**config.mk**
```make
export PLATFORM = sky130hd
export DESIGN_NAME = ips2l_clk_gen_frac_mc
export DESIGN_NICKNAME = d
export VERILOG_FILES = /design/src/rtl/ips2l_clk_gen_frac_mc.sv
export SDC_FILE = /design/constraint.sdc
export NUM_CORES = 1
export LEC_CHECK = 0
export BUFFER_PORTS_ARGS = -buffer_cell sky130_fd_sc_hd__buf_2
export CORE_ASPECT_RATIO = 1.4
export CORE_MARGIN = 1
export CORE_UTILIZATION = 40
export CTS_CLUSTER_DIAMETER = 120
export DETAILED_ROUTE_END_ITERATION = 6
export PLACE_DENSITY = 0.58
export SLEW_MARGIN = 20
export SYNTH_ARGS = -nofsm -noshare
export SYNTH_HDL_FRONTEND = slang
export SYNTH_SLANG_ARGS = --single-unit
export TNS_END_PERCENT = 100
```
**constraint.sdc**
```tcl
create_clock -name clk -period 5.95 [get_ports clk]
set_clock_uncertainty 0.15 [all_clocks]
set_input_delay 0.8925 -clock clk [delete_from_list [all_inputs] [get_ports clk]]
set_output_delay 0.8925 -clock clk [all_outputs]
set_load 0.005 [all_outputs]
```
**src/rtl/ips2l_clk_gen_frac_mc.sv**
```systemverilog
// ips2l_clk_gen_frac_mc: multi-channel fractional clock-enable generator with glitch-free divisor reload.
// Rev 1.0 - initial release.
`default_nettype none

module ips2l_clk_gen_frac_mc #(
    parameter int NUM_CH = 2,
    parameter int DIV_W  = 16,
    parameter int FRAC_W = 4,
    parameter int OVS    = 16
) (
    input  logic                     clk,
    input  logic                     rst,
    input  logic [NUM_CH-1:0]        ch_en,
    input  logic [NUM_CH*DIV_W-1:0]  div_int,
    input  logic [NUM_CH*FRAC_W-1:0] div_frac,
    input  logic [NUM_CH-1:0]        div_load,
    input  logic [NUM_CH-1:0]        phase_clr,
    output logic [NUM_CH-1:0]        div_ack,
    output logic [NUM_CH-1:0]        clk_en_ovs,
    output logic [NUM_CH-1:0]        clk_en
);

    localparam int              OVS_W    = (OVS > 1) ? $clog2(OVS) : 1;
    localparam logic [OVS_W-1:0] OVS_LAST = OVS_W'(OVS - 1);
    localparam logic [0:0]      S_IDLE   = 1'b0;
    localparam logic [0:0]      S_RUN    = 1'b1;

    generate
        for (genvar i = 0; i < NUM_CH; i++) begin : g_ch
            logic [0:0]        state;
            logic [DIV_W-1:0]  cnt;
            logic [FRAC_W-1:0] acc;
            logic [OVS_W-1:0]  ovs_cnt;
            logic              pend;
            logic [DIV_W-1:0]  int_a;
            logic [DIV_W-1:0]  int_s;
            logic [FRAC_W-1:0] frac_a;
            logic [FRAC_W-1:0] frac_s;
            logic              ovs_q;
            logic              en_q;
            logic              ack_q;

            logic [DIV_W-1:0]  bus_int;
            logic [FRAC_W-1:0] bus_frac;
            logic [FRAC_W:0]   sum;
            logic [DIV_W:0]    eff;
            logic [DIV_W:0]    last;
            logic              wrap;
            logic              apply;

            // last = P-1, computed one bit wider so div_int = 2^DIV_W-1 plus carry still fits
            always_comb begin
                bus_int  = div_int[i*DIV_W +: DIV_W];
                bus_frac = div_frac[i*FRAC_W +: FRAC_W];
                sum      = {1'b0, acc} + {1'b0, frac_a};
                eff      = (int_a == '0) ? {{DIV_W{1'b0}}, 1'b1} : {1'b0, int_a};
                last     = eff + {{DIV_W{1'b0}}, sum[FRAC_W]} - {{DIV_W{1'b0}}, 1'b1};
                wrap     = (state == S_RUN) && ch_en[i] && ({1'b0, cnt} == last);
                apply    = pend && ((state == S_IDLE) || wrap || phase_clr[i]);
            end

            always_ff @(posedge clk or posedge rst) begin
                if (rst) begin
                    state   <= S_IDLE;
                    cnt     <= '0;
                    acc     <= '0;
                    ovs_cnt <= '0;
                    pend    <= 1'b0;
                    int_a   <= DIV_W'(1);
                    frac_a  <= '0;
                    int_s   <= DIV_W'(1);
                    frac_s  <= '0;
                    ovs_q   <= 1'b0;
                    en_q    <= 1'b0;
                    ack_q   <= 1'b0;
                end else begin
                    ovs_q <= 1'b0;
                    en_q  <= 1'b0;
                    ack_q <= 1'b0;

                    if (state == S_IDLE) begin
                        cnt     <= '0;
                        acc     <= '0;
                        ovs_cnt <= '0;
                        if (ch_en[i]) begin
                            state <= S_RUN;
                        end
                    end else if (!ch_en[i] || phase_clr[i]) begin
                        // Stop or phase restart: suppress any tick coinciding with this edge
                        cnt     <= '0;
                        acc     <= '0;
                        ovs_cnt <= '0;
                        if (!ch_en[i]) begin
                            state <= S_IDLE;
                        end
                    end else if (wrap) begin
                        cnt   <= '0;
                        acc   <= sum[FRAC_W-1:0];
                        ovs_q <= 1'b1;
                        if (ovs_cnt == OVS_LAST) begin
                            ovs_cnt <= '0;
                            en_q    <= 1'b1;
                        end else begin
                            ovs_cnt <= ovs_cnt + OVS_W'(1);
                        end
                    end else begin
                        cnt <= cnt + DIV_W'(1);
                    end

                    if (div_load[i]) begin
                        int_s  <= bus_int;
                        frac_s <= bus_frac;
                    end

                    // A load arriving on the apply edge bypasses the shadow so only one ack is seen
                    if (apply) begin
                        int_a  <= div_load[i] ? bus_int  : int_s;
                        frac_a <= div_load[i] ? bus_frac : frac_s;
                        pend   <= 1'b0;
                        cnt    <= '0;
                        acc    <= '0;
                        ack_q  <= 1'b1;
                    end else if (div_load[i]) begin
                        pend <= 1'b1;
                    end
                end
            end

            assign clk_en_ovs[i] = ovs_q;
            assign clk_en[i]     = en_q;
            assign div_ack[i]    = ack_q;
        end
    endgenerate

endmodule

`default_nettype wire

```
# [Word-level counts from Yosys, hierarchy flattened]
# Cells that the tools add are included.
[word_totals] ff_bits=138 inputBits=48 out_inout_bits=6 wordCells=118
[op_classes] add_sub_neg=10 n_eq_ne=8 muxes=56 bitwise_logic=2 n_reduce_logical=18
[op_table] cell="$mux 16" n=12
[op_table] cell="$mux 4" n=18
[op_table] cell="$add 16x1->17" n=2
[op_table] cell="$eq 16x17->1" n=2
[op_table] cell="$sub 17x1->17 const B" n=2
[op_table] cell="$add 16x1->16 const B" n=2
[op_table] cell="$logic_not 16->1" n=2
[op_table] cell="$mux 1" n=26
[op_table] cell="$add 4x4->5" n=2
[op_table] cell="$add 4x1->4 const B" n=2
[op_table] cell="$eq 4x4->1 const B" n=2
[op_table] cell="$ne 4x1->1 const B" n=2
[op_table] cell="$logic_and 1x1->1" n=6
[op_table] cell="$logic_or 1x1->1" n=6
[op_table] cell="$ne 3x1->1 const B" n=2
[op_table] cell="$reduce_bool 2->1" n=2
[op_table] cell="$logic_not 1->1" n=2
[op_table] cell="$not 1->1" n=2

# [Depth between registers and ports, before layout]
[logic_depth] word_depth=10 ltp_mapped=18 mapped_depth_nobuf=16

# [Worst setup path before layout]
# No wires, ideal clock.
[synth_path] path_kind="reg-to-reg" startpoint="reg g_ch[0].acc[0]" endpoint="reg g_ch[0].int_a[10]" setup_time_ps=125 arrival_ps=3614 t_required_ps=5675 slack_ps=2061 path_stages_with_launch=17 path_buffers=2 synth_period_minus_slack_ps=3889 cell_sequence="dfrtp_1 -> ha_1 -> inv_1 -> fa_1 -> inv_1 -> a21o_1 -> a21oi_1 -> ha_1 -> or4b_1 -> buf_2 -> or4_1 -> a21o_1 -> a22oi_2 -> nand4_4 -> a21o_4 -> buf_6 -> mux2_4"
[synth_between] elab_chain_cells=8
[synth_rtl] element="start: declaration" line_no="32" text="logic [FRAC_W-1:0] acc;"
[synth_rtl] element="start signal: assignment" line_no="98" text="acc <= sum[FRAC_W-1:0];"
[synth_rtl] element="$add 4x4->5" line_no="55" text="sum = {1'b0, acc} + {1'b0, frac_a};"
[synth_rtl] element="$add 16x1->17" line_no="57" text="last = eff + {{DIV_W{1'b0}}, sum[FRAC_W]} - {{DIV_W{1'b0}}, 1'b1};"
[synth_rtl] element="$sub 17x1->17" line_no="57"
[synth_rtl] element="$eq 16x17->1" line_no="58" text="wrap = (state == S_RUN) && ch_en[i] && ({1'b0, cnt} == last);"
[synth_rtl] element="$logic_and 1x1->1" line_no="58"
[synth_rtl] element="$logic_or 1x1->1 (2 in a row)" line_no="59" text="apply = pend && ((state == S_IDLE) || wrap || phase_clr[i]);"
[synth_rtl] element="$logic_and 1x1->1" line_no="59"
[synth_rtl] element="end signal: assignment" line_no="117" text="int_a <= div_load[i] ? bus_int : int_s;"
[synth_rtl] element="end: declaration" line_no="35" text="logic [DIV_W-1:0] int_a;"
# Every way passes these cells.
# A chain may end at the register's enable or synchronous reset.

# [Worst setup path in the final report]
[layout_path] startpoint="reg g_ch[0].int_a[8]" endpoint="reg g_ch[0].int_a[5]"
[layout_between] elab_chain_cells=9
[layout_rtl] element="$logic_not 16->1" line_no="56" text="eff = (int_a == '0) ? {{DIV_W{1'b0}}, 1'b1} : {1'b0, int_a};"
[layout_rtl] element="$mux 16 (*)" line_no="56"
[layout_rtl] element="$add 16x1->17 (*)" line_no="57"
[layout_rtl] element="$sub 17x1->17 (*)" line_no="57"
[layout_rtl] element="$eq 16x17->1 (*)" line_no="58"
[layout_rtl] element="$logic_and 1x1->1 (*)" line_no="58"
[layout_rtl] element="$logic_or 1x1->1 (*) (2 in a row)" line_no="59"
[layout_rtl] element="$logic_and 1x1->1 (*)" line_no="59"
# Mark *: on every way between the ends. The rest lies on a longest branch, timed or not.

==> flow_summary.json <==
{
  "end_kind": "register",
  "setup_violations": 0,
  "critPathArrivalTime_ns": 4.66,
  "dieArea_sq_mm": 0.0186,
  "clock_sinks": 138,
  "pwr-share-clk": 0.381,
  "cts_buffers": 17,
  "peakVddDrop_uv": 169,
  "fin_cells": 942,
  "ctsResizeCount": 0,
  "post-dp-hpwl_mm": 10.9,
  "vias": 4895,
  "start_util": 0.412,
  "crit_type": "reg -> reg",
  "yosysTopAreaCell": "dfrtp_1",
  "cts_hold_repair.buffers": 0,
  "avgSynthCellArea_sq_um": 11.1,
  "multiInputGateArea_sq_mm": 0.00353,
  "grt_pass1_wl_mm": 25.3,
  "fillers": 1636,
  "drt_pass1_iterations": 4,
  "design_power_total_mw": 2.85,
  "core_sq_mm": 0.0175,
  "relSlewSlack": 0.361,
  "synth-edff-count": 0,
  "clk_pin_slew_ns": 0.06,
  "synth-seq-cells": 138,
  "p_per_area_mw_per_mm2": 345,
  "start_kind": "register",
  "p_int_mw": 2.04,
  "grt_remaining_overflow": 0,
  "place_congestion": 0.871,
  "swShare": 0.283,
  "finalHoldViolations": 0,
  "cts_root_buffer": "clkbuf_16",
  "drv_cap": 0,
  "syn-num-nets": 718,
  "design_area_sq_mm": 0.00827,
  "seq_area_sq_mm": 0.00346,
  "crit_required_ns": 6.10,
  "hold_class": "reg -> reg",
  "ant_nets": 0,
  "worstMarginPinSlew_ns": 0.945,
  "wl_mm": 15.1,
  "synth-seq-area-share": 0.479,
  "finalSetupTns_ns": 0,
  "insertion_delay_ns": 0.42,
  "grt_setup_unrepaired": "false",
  "placed_area_sq_mm": 0.00765,
  "drt-initial-drc-count": 200,
  "areaGrowthSynthToFinish_pct": 14.5,
  "slew_viol_final": 0,
  "synth_area_leaders": "dfrtp_1 (46%), mux2_2 (9.8%), xnor2_1 (4.6%)",
  "grt_max_degree": 96,
  "final_cell_mix": "dfrtp_1 (134), nor2_1 (69), mux2_2 (63), buf_2 (53), xnor2_1 (38)",
  "grt_pass1_vias": 5124,
  "die_x_um": 116,
  "synth_area_sq_mm": 0.00723,
  "p_sw_mw": 0.805,
  "yosys_warnings": 0,
  "crit_fanout": 23,
  "cts_setup_buffers": 0,
  "nets": 759,
  "fin_crit_sh": 0.759,
  "wl_per_cell_um": 16.0,
  "htree_levels": 4,
  "p_seq_frac": 0.427,
  "layout_commonest_cell": "dfrtp_1",
  "die_h_um": 161,
  "num_antenna_cells": 0,
  "port_buffers": 53,
  "ys.flop_type": "dfrtp_1",
  "power.leakage_nw": 3.58,
  "clock_path_buffers": 2,
  "place_inst": 910,
  "max_freq_ghz": 0.221,
  "yosysTopAreaCellShare": 0.464,
  "ys_types": 58,
  "num_rows": 57,
  "async_flop_share": 1.00,
  "ioPinCount": 54,
  "drc": 0,
  "drive_gt1_frac": 0.256,
  "grtUsageTotal": 0.177,
  "p_comb_frac": 0.191,
  "routed_via_density": 5.20,
  "status": "finished, final reports clean",
  "postSynthCellCount": 652,
  "antenna_found_initial": 0,
  "cts_tree": "yes",
  "min_period_ns": 4.52
}
-- power groups by stage --
stage                     Combinational (mW)  Sequential (mW)  Clock [mW]
after global routing                   0.602             1.24        1.16
final                                  0.546             1.22        1.09
after floorplan                        0.478             1.16           0
after global placement                 0.533             1.23           0
after CTS                              0.553             1.22        1.12
after detailed placement               0.550             1.23           0
-- routing by layer --
metal  routed length [um]  track usage  up-vias
li1                     -            -     2353
met1                 6150        0.198     2432
met2                 8060        0.316       77
met3                  340       0.0338       33
met4                  498       0.0915        0
met5                    0            0        -
-- flip-flops by register name (all words and copies together) (netlist names) --
signal        cells
g_ch.en_q         2
g_ch.int_s       32
g_ch.ack_q        2
g_ch.acc          8
g_ch.pend         2
g_ch.state        2
g_ch.cnt         32
g_ch.frac_a       8
g_ch.frac_s       8
g_ch.int_a       32
g_ch.ovs_q        2
g_ch.ovs_cnt      8
-- final timing paths --
path / start / end / slack (ns) / depth (start not counted)
max: g_ch[0].int_a[8] / g_ch[0].int_a[5] / 1.43 / 11
max reg2reg: g_ch[0].int_a[8] / g_ch[0].int_a[5] / 1.43 / 11
min: g_ch[0].int_s[15] / g_ch[0].int_s[15] / 0.34 / 1
max in group asynchronous: rst / g_ch[0].int_a[10] / 4.02 / 3
min reg2reg: g_ch[0].int_s[15] / g_ch[0].int_s[15] / 0.34 / 1
min in group asynchronous: rst / g_ch[1].int_s[10] / 0.50 / 2
-- cell families (layout without fill, tap and decap cells) --
| kind of cell | count (synthesis) | in the layout | share of synthesized area |
|---|---|---|---|
| flip-flops | 138 | 138 | 0.479 |
| buffers and inverters | 55 | 109 | 0.0350 |
| XOR/XNOR | 73 | 73 | 0.0885 |
| multiplexers | 93 | 93 | 0.150 |
| AND/OR/NAND/NOR | 219 | 219 | 0.162 |
| adder cells (fa/ha/maj) | 18 | 18 | 0.0332 |
| AO/OA/AOI/OAI | 56 | 56 | 0.0525 |
-- layout make-up --
cell class,instances,share of cell area
inverter,21,0.0101
multi-input combinational,459,0.427
timing repair buffer,56,0.0348
tap,236,0.0357
sequential,138,0.418
clock inverter,10,0.0171
clock buffer,22,0.0573
-- critical path, cell delays in order (launching register included) --
cell and delay, ns:
dfrtp_1 0.46, nor4_1 0.78, a41oi_1 0.35, ha_1 0.32, ha_1 0.25, nor4b_1 0.16
or4_1 0.40, a21o_1 0.19, a22oi_2 0.20, nand4_4 0.30, a21o_4 0.45, mux2_4 0.34
-- through the flow --
stage / utilization / setup WS, ns / hold slack, ns
after global routing: 0.472 / 1.10 / 0.357
after floorplan: - / 1.22 / 0.310
final: 0.472 / 1.43 / 0.343
after CTS: 0.471 / 1.36 / 0.349
after global placement: 0.436 / 1.49 / 0.329
after detailed placement: 0.436 / 1.37 / 0.335
-- synth_stat cells, drive strengths merged, types with 5 or more instances --
master,n
xnor2,38
and3,12
nor4,11
nand2b,7
inv,21
a21o,9
nand4,8
nand3b,6
buf,12
nor3,10
o21ai,9
xor2,35
ha,16
nand3,26
mux2i,15
nor2,69
dfrtp,134
a31oi,5
mux2,78
clkbuf,22
a21oi,16
nor3b,9
nand2,29
No activity file was read; power rests on OpenSTA's default activity.
